## config.mk

```make
export PLATFORM = sky130hd
export DESIGN_NAME = pipeline_ctrl
export DESIGN_NICKNAME = d
export VERILOG_FILES = /design/src/rtl/pipeline_ctrl_pkg.sv /design/src/rtl/pipeline_ctrl_stall_prio.sv /design/src/rtl/pipeline_ctrl.sv
export SDC_FILE = /design/constraint.sdc
export NUM_CORES = 1
export LEC_CHECK = 0
export CAP_MARGIN = 10
export CORE_MARGIN = 5
export CORE_UTILIZATION = 44
export DETAILED_ROUTE_END_ITERATION = 8
export GPL_TIMING_DRIVEN = 0
export MAX_ROUTING_LAYER = met4
export PLACE_DENSITY = 0.81
export SLEW_MARGIN = 25
export SYNTH_ARGS = -nofsm -noshare
export SYNTH_HDL_FRONTEND = slang
export SYNTH_SLANG_ARGS = --single-unit
export TNS_END_PERCENT = 1
```

## constraint.sdc

```tcl
create_clock -name clk -period 5.17 [get_ports clk]
set_input_delay 0.7755 -clock clk [delete_from_list [all_inputs] [get_ports clk]]
set_output_delay 0.7755 -clock clk [all_outputs]
set_load 0.02 [all_outputs]
```

## src/rtl/pipeline_ctrl_pkg.sv

```systemverilog
// -----------------------------------------------------------------------------
// pipeline_ctrl_pkg
// Shared definitions for the pipeline stall/flush sequencer:
//   - Stop/NoStop bit values and the 6-bit stall bus type
//   - canned stall patterns for each hazard source
//   - controller state encodings
// No ports (package).
// -----------------------------------------------------------------------------
package pipeline_ctrl_pkg;

   localparam int STALL_W = 6;

   // A stage register holds when its bit is STOP; it emits a bubble when its
   // bit is STOP and the next-younger stage's bit is NO_STOP.
   localparam logic STOP    = 1'b1;
   localparam logic NO_STOP = 1'b0;

   typedef logic [STALL_W-1:0] stall_bus_t;

   // Bit order: [0]=PC [1]=IF/ID [2]=ID/EX [3]=EX/MEM [4]=MEM/WB [5]=WB
   localparam stall_bus_t STALL_NONE   = 6'b000000;
   localparam stall_bus_t STALL_MEMBUS = 6'b000011; // fetch blocked by MEM on RAM
   localparam stall_bus_t STALL_ID     = 6'b000111; // load-use: bubble into EX
   localparam stall_bus_t STALL_EX     = 6'b001111; // multi-cycle EX: bubble into MEM
   localparam stall_bus_t STALL_SLOW   = 6'b011111; // slow device: bubble into WB

   typedef enum logic [0:0] {
      CTRL_RUN  = 1'b0,
      CTRL_WAIT = 1'b1
   } ctrl_state_t;

endpackage

```

## src/rtl/pipeline_ctrl_stall_prio.sv

```systemverilog
// -----------------------------------------------------------------------------
// pipeline_ctrl_stall_prio
// Purely combinational priority encoder for the per-cycle hazard requests.
// The deepest stalling stage wins, since its pattern covers the others.
// Ports:
//   stallreq_ex  in   EX needs another cycle (highest priority)
//   stallreq_id  in   load-use hazard in ID
//   memreq_i     in   MEM owns the shared RAM, fetch blocked (lowest)
//   prio_o       out  6-bit stall pattern selected from the above
// -----------------------------------------------------------------------------
module pipeline_ctrl_stall_prio
   import pipeline_ctrl_pkg::*;
(
   input  logic       stallreq_ex,
   input  logic       stallreq_id,
   input  logic       memreq_i,
   output logic [5:0] prio_o
);

   always_comb begin
      if (stallreq_ex)      prio_o = STALL_EX;
      else if (stallreq_id) prio_o = STALL_ID;
      else if (memreq_i)    prio_o = STALL_MEMBUS;
      else                  prio_o = STALL_NONE;
   end

endmodule

```

## src/rtl/pipeline_ctrl.sv

```systemverilog
// -----------------------------------------------------------------------------
// pipeline_ctrl
// Central stall/flush sequencer for the 5-stage pipeline. Combines hazard
// requests into the stall vector and owns the slow-device wait FSM, which
// freezes everything up to MEM/WB until the device answers or a timeout
// forces release.
// Ports:
//   clk           in   system clock, all state on posedge
//   rst           in   asynchronous, active-high reset
//   stallreq_id   in   load-use hazard in ID
//   stallreq_ex   in   EX multi-cycle op in progress
//   memreq_i      in   MEM uses shared RAM this cycle
//   slow_start_i  in   1-cycle pulse: MEM starts a slow-device access
//   slow_done_i   in   slow device delivered/accepted data
//   flush_req_i   in   exception/interrupt flush
//   stall_o       out  [0]=PC [1]=IF/ID [2]=ID/EX [3]=EX/MEM [4]=MEM/WB [5]=WB, 1=Stop
//   flush_o       out  flush all stage registers this cycle
//   timeout_o     out  1-cycle pulse after a slow access is abandoned
//   wait_cnt_o    out  cycles spent in the current slow wait (0 outside WAIT)
// -----------------------------------------------------------------------------
module pipeline_ctrl
   import pipeline_ctrl_pkg::*;
#(
   parameter int WAIT_LIMIT = 64,
   parameter int WAIT_W     = $clog2(WAIT_LIMIT + 1)
) (
   input  logic              clk,
   input  logic              rst,
   input  logic              stallreq_id,
   input  logic              stallreq_ex,
   input  logic              memreq_i,
   input  logic              slow_start_i,
   input  logic              slow_done_i,
   input  logic              flush_req_i,
   output logic [5:0]        stall_o,
   output logic              flush_o,
   output logic              timeout_o,
   output logic [WAIT_W-1:0] wait_cnt_o
);

   localparam logic [WAIT_W-1:0] CNT_MAX = WAIT_W'(WAIT_LIMIT);

   ctrl_state_t       state_q, state_d;
   logic [WAIT_W-1:0] cnt_q, cnt_d;
   logic              timeout_q, timeout_d;

   stall_bus_t        prio;
   stall_bus_t        stall_c;
   logic              flush_c;

   pipeline_ctrl_stall_prio u_stall_prio (
      .stallreq_ex (stallreq_ex),
      .stallreq_id (stallreq_id),
      .memreq_i    (memreq_i),
      .prio_o      (prio)
   );

   always_comb begin
      // NOTE: every signal written here gets a default first, so no path can
      // leave one unassigned and infer a latch.
      state_d   = state_q;
      cnt_d     = cnt_q;
      timeout_d = 1'b0;
      stall_c   = STALL_NONE;
      flush_c   = 1'b0;

      unique case (state_q)
         CTRL_RUN: begin
            // Flush outranks a slow start issued in the same cycle; the
            // access belongs to an instruction that is being squashed.
            if (flush_req_i) begin
               flush_c = 1'b1;
            end else if (slow_start_i) begin
               stall_c = STALL_SLOW;
               state_d = CTRL_WAIT;
               cnt_d   = WAIT_W'(1);
            end else begin
               stall_c = prio;
            end
         end

         CTRL_WAIT: begin
            stall_c = STALL_SLOW;
            if (cnt_q != CNT_MAX) cnt_d = cnt_q + 1'b1;

            if (flush_req_i) begin
               flush_c = 1'b1;
               stall_c = STALL_NONE;
               state_d = CTRL_RUN;
               cnt_d   = '0;
            end else if (slow_done_i) begin
               // Release cycle: ordinary hazards apply again, but a new slow
               // start here is not honoured.
               stall_c = prio;
               state_d = CTRL_RUN;
               cnt_d   = '0;
            end else if (cnt_q == CNT_MAX) begin
               stall_c   = prio;
               timeout_d = 1'b1;
               state_d   = CTRL_RUN;
               cnt_d     = '0;
            end
         end

         default: begin
            state_d = CTRL_RUN;
            cnt_d   = '0;
         end
      endcase
   end

   always_ff @(posedge clk or posedge rst) begin
      // NOTE: sequential state uses non-blocking assignments so every flop
      // samples its pre-edge value regardless of statement order.
      if (rst) begin
         state_q   <= CTRL_RUN;
         cnt_q     <= '0;
         timeout_q <= 1'b0;
      end else begin
         state_q   <= state_d;
         cnt_q     <= cnt_d;
         timeout_q <= timeout_d;
      end
   end

   // Outputs are combinational from state and requests; rst gates them so the
   // pipeline sees no stall or flush for the whole reset interval.
   assign stall_o    = rst ? STALL_NONE : stall_c;
   assign flush_o    = rst ? 1'b0 : flush_c;
   assign timeout_o  = timeout_q;
   assign wait_cnt_o = cnt_q;

endmodule

```

## Word level (Yosys, flattened, before mapping)

Cells that the tools add are included.

| storage, ports and cells | value |
|---|---|
| word-level logic and storage cells | 40 |
| register bits | 9 |
| output and inout port bits | 15 |
| input port bits | 8 |

| operators by class | value |
|---|---|
| eq/ne operators | 5 |
| add/subtract/negate cells | 1 |
| bitwise gates (word level) | 1 |
| reduce and logical (&&, ||, !) cells | 1 |
| mux-type cells | 29 |

Operator list:

| operator | count |
|---|---|
| 2-to-1 mux 6 bit | 8 |
| 2-to-1 mux 7 bit | 6 |
| case mux 7 bit (2 select lines) | 1 |
| case mux 6 bit (2 select lines) | 1 |
| 2-to-1 mux 1 bit | 11 |
| adder 7 x 1 -> 7 bit, second input constant | 1 |
| == test 7 bit, second input constant | 1 |
| != test 7 bit, second input constant | 1 |
| != test 5 x 3 -> 1 bit, second input constant | 1 |
| != test 2 bit, second input constant | 2 |
| AND reduction 3 bit | 1 |
| 2-to-1 mux 2 bit | 1 |
| case mux 1 bit (2 select lines) | 1 |
| inverter 1 bit | 1 |

## Longest topological paths before layout

| logic depth | value |
|---|---|
| word-level depth | 8 |
| gate-level depth with buffers | 7 |

## By module

A second synthesis with hierarchy kept.

| unflattened totals | value |
|---|---|
| cell total of the unflattened synthesis | 65 |
| area total of the unflattened synthesis | 620.6 um^2 |

Modules (own cells, without submodules):

| module | area each (um^2) | cells each | sequential area each (um^2) | instances |
|---|---|---|---|---|
| pipeline_ctrl | 574.3 | 58 | 225.2 | 1 |
| pipeline_ctrl_stall_prio | 46.3 | 7 | 0.0 | 1 |

## Least setup slack after synthesis

Ideal clock, no wire load.

| timing | value |
|---|---|
| path type | register -> output |
| start | register cnt_q[0] (netlist: wait_cnt_o[0]) |
| end | output port stall_o[1] |
| setup slack | 2305 ps |
| buffers on the path | 1 |
| arrival | 2089 ps |
| cell stages (with the launch flop) | 8 |
| cell sequence | dfrtp_1 -> inv_1 -> ha_1 -> nor4b_4 -> nand2_1 -> a31oi_1 -> a211oi_1 -> buf_4 |

| on the way | value |
|---|---|
| word-level cells in the longest chain between the ends | 6 |

RTL lines:

| what | RTL line | source |
|---|---|---|
| start: declaration | pipeline_ctrl.sv:44 | `logic [WAIT_W-1:0] cnt_q, cnt_d;` |
| start signal: assignment | pipeline_ctrl.sv:121 | `cnt_q <= cnt_d;` |
| == test 7 bit | pipeline_ctrl.sv:97 | `end else if (cnt_q == CNT_MAX) begin` |
| 2-to-1 mux 6 bit | pipeline_ctrl.sv:97 |  |
| 2-to-1 mux 6 bit | pipeline_ctrl.sv:91 | `end else if (slow_done_i) begin` |
| 2-to-1 mux 6 bit | pipeline_ctrl.sv:86 | `if (flush_req_i) begin` |
| case mux 6 bit (2 select lines) | pipeline_ctrl.sv:67 | `unique case (state_q)` |
| 2-to-1 mux 6 bit | pipeline_ctrl.sv:128 | `assign stall_o = rst ? STALL_NONE : stall_c;` |
| end: declaration | pipeline_ctrl.sv:35 | `output logic [5:0] stall_o,` |

Every way passes these cells.

## Worst setup path after layout

Ends and elaborated chain as after synthesis.

==> flow_metrics.env <==
export IMPL_status="completed"
export IMPL_final_cell_mix="clkdlybuf4s50_1, dfrtp_1, inv_1"
export IMPL_layout_commonest_cell="clkdlybuf4s50_1"
export IMPL_r2r_end="state_q"
export IMPL_cts_tree="built"
export IMPL_yosysSeqAreaShare_pct=38.9
export IMPL_finClkSkew_ns=0.000388
export IMPL_clk_pin_slew_ns=0.06
export IMPL_portBuffers=20
export IMPL_grt_pass1_vias=560
export IMPL_synthCells=62
export IMPL_power_frac_comb_pct=28.4
export IMPL_end_kind="primary output"
export IMPL_htreeDepth=1
export IMPL_min_to="wait_cnt_o[6]"
export IMPL_place_area_um2=798
export IMPL_clockPowerShare_pct=28.5
export IMPL_whs_path_depth=1
export IMPL_crit_fanout=6
export IMPL_finalCritPeriodShare_pct=66.2
export IMPL_drv_cap=0
export IMPL_die_x_um=46.3
export IMPL_setup_viol=0
export IMPL_mappedNetlistArea_um2=579
export IMPL_vias=570
export IMPL_grt_max_degree=11
export IMPL_p_switching_w=0.0000629
export IMPL_hp_start="wait_cnt_o[6]"
export IMPL_hp_class="reg -> reg"
export IMPL_antenna_cells=0
export IMPL_first_iter_violations=15
export IMPL_post_cts_buffers=0
export IMPL_fin_tns_setup_ns=0
export IMPL_grt_pass1_wl_um=2370
export IMPL_cts_resized=0
export IMPL_finalNetCount=97
export IMPL_p_per_area_nw_per_um2=237
export IMPL_start_kind="register"
export IMPL_syn_nets=72
export IMPL_fin_area_um2=825
export IMPL_numCtsBuffers=3
export IMPL_syn_area_per_cell_um2=9.34
export IMPL_drtAntennaViolNets=0
export IMPL_ys_ff_latch=9
export IMPL_cts_root_buf="clkbuf_4"
export IMPL_dr_pass1_iters=4
export IMPL_finalHoldViolCount=0
export IMPL_p_int_w=0.000133
export IMPL_drive_above_1_share_pct=12.8
export IMPL_io_pins=23
export IMPL_avgRoutedWirePerCell_um=13.5
export IMPL_crit_type="reg -> out"
export IMPL_die_h_um=46.3
export IMPL_ys_warn_count=0
export IMPL_max_freq_mhz=292
export IMPL_ir_drop_uv=129
export IMPL_clock_latency_ns=0.27
export IMPL_cts_sinks=9
export IMPL_total_power_w=0.000196
export IMPL_antenna_found_initial=0
export IMPL_required_ns=4.39
export IMPL_rr_worst_depth=6
export IMPL_cts_hold_buf=0
export IMPL_worstPathArrival_ns=2.65
export IMPL_clockBufferDepth=2
export IMPL_drc=0
export IMPL_start_util_pct=45.7
export IMPL_core_um2=1270
export IMPL_track_usage_pct=16.8
export IMPL_sw_frac_of_total_pct=32.2
export IMPL_r2r_start="wait_cnt_o[0]"
export IMPL_p_leak_nw=0.350
export IMPL_rows=13
export IMPL_grt_overflow=0
export IMPL_globalplace_congestion=0.745
export IMPL_grt_setup_unrepaired="false"
export IMPL_via_per_inst=5.64
export IMPL_post_route_min_period_ns=3.42
export IMPL_dieArea_um2=2140
export IMPL_postRouteWirelength_um=1360
export IMPL_syn_to_final_growth_pct=42.3
export IMPL_regToRegSetupSlack_ns=3.46
export IMPL_drv_slew=0
export IMPL_ys_types=26
export IMPL_seqPwrFrac_pct=43.1
export IMPL_dp_hpwl_um=1050
[worst max path at each step]
stage / from / end / slack (ns) / cells past startpoint
2_1_floorplan: wait_cnt_o[0] / stall_o[1] / 2.31 / 7
3_3_place_gp: slow_start_i / stall_o[1] / 1.76 / 6
3_5_place_dp: slow_start_i / stall_o[1] / 1.76 / 6
4_1_cts: slow_start_i / stall_o[1] / 1.75 / 6
5_1_grt: wait_cnt_o[0] / stall_o[1] / 1.56 / 8
6_report: wait_cnt_o[0] / stall_o[1] / 1.75 / 8
[per-layer routing]
| layer | GRT usage (%) | vias up | share of wire (%) |
|---|---|---|---|
| met5 | - | - | 0 |
| met4 | 11.9 | 0 | 2.3 |
| met3 | 3.52 | 4 | 7.6 |
| met2 | 26.4 | 29 | 47 |
| met1 | 18.5 | 260 | 43 |
| li1 | - | 277 | - |
[power groups by stage]
stage	logic, W	registers [W]	clock network (W)
CTS	0.0000561	0.0000847	0.0000562
global placement	0.0000544	0.0000850	0
global route	0.0000597	0.0000860	0.0000616
floorplan	0.0000268	0.0000887	0
finish	0.0000555	0.0000844	0.0000559
detailed placement	0.0000559	0.0000859	0
[cells by family (layout without fill, tap and decap cells)]
family	Yosys count	in the layout	share of synthesized area [%]
AND/OR/NAND/NOR	21	21	22.2
AO/OA/AOI/OAI	18	18	23.3
buffers and inverters	10	34	9.07
flip-flops	9	9	38.9
adder cells (fa/ha/maj)	2	2	4.32
other	1	1	0.647
XOR/XNOR	1	1	1.51
[metrics by stage]
step	setup WS [ns]	instances	util [%]	hold WS, ns
6_report	1.75	101	65.0	0.514
5_1_grt	1.56	101	65.0	0.580
4_1_cts	1.75	101	65.0	0.519
3_5_place_dp	1.76	97	62.9	0.511
3_3_place_gp	1.76	97	62.9	0.498
2_1_floorplan	2.31	62	-	0.509
[synthesized netlist by cell type, drive strengths merged]
| cell | count | area [µm²] |
|---|---|---|
| nor3 | 2 | 10.0 |
| conb | 1 | 3.75 |
| o2bb2ai | 1 | 8.76 |
| a21o | 1 | 8.76 |
| o22ai | 1 | 6.26 |
| nor2 | 4 | 15.0 |
| ha | 2 | 25.0 |
| nand3 | 3 | 15.0 |
| buf | 3 | 26.3 |
| a211oi | 3 | 22.5 |
| dfrtp | 9 | 225 |
| a31oi | 5 | 31.3 |
| o21ai | 1 | 5.00 |
| nand2 | 4 | 15.0 |
| inv | 7 | 26.3 |
| a21oi | 3 | 26.3 |
| xnor2 | 1 | 8.76 |
| nand2b | 2 | 12.5 |
| nor4b | 1 | 23.8 |
| nor2b | 2 | 12.5 |
| a41oi | 3 | 26.3 |
| and3 | 2 | 13.8 |
| or3b | 1 | 11.3 |
[worst max-delay path, cell delays in order (launching register included)]
cell             delay (ns)
dfrtp_1                0.44
inv_1                  0.12
ha_1                   0.16
nor4b_4                0.27
nand2_1                0.15
a31oi_1                0.38
a211oi_1               0.18
buf_4                  0.16
clkdlybuf4s50_1        0.53
[state kept, by name, summed over array words and instances (netlist names)]
register / cells
timeout_o: 1
wait_cnt_o: 7
state_q: 1
[layout make-up]
| type | count | area [µm²] |
|---|---|---|
| fillers | 117 | 444 |
| repair buffers | 20 | 200 |
| flip-flops and latches | 9 | 225 |
| inverters | 7 | 26.3 |
| multi-input cells | 43 | 302 |
| plain buffers | 3 | 26.3 |
| clock buffers | 4 | 26.3 |
| well taps | 15 | 18.8 |
(Power assumes the default switching activity.)
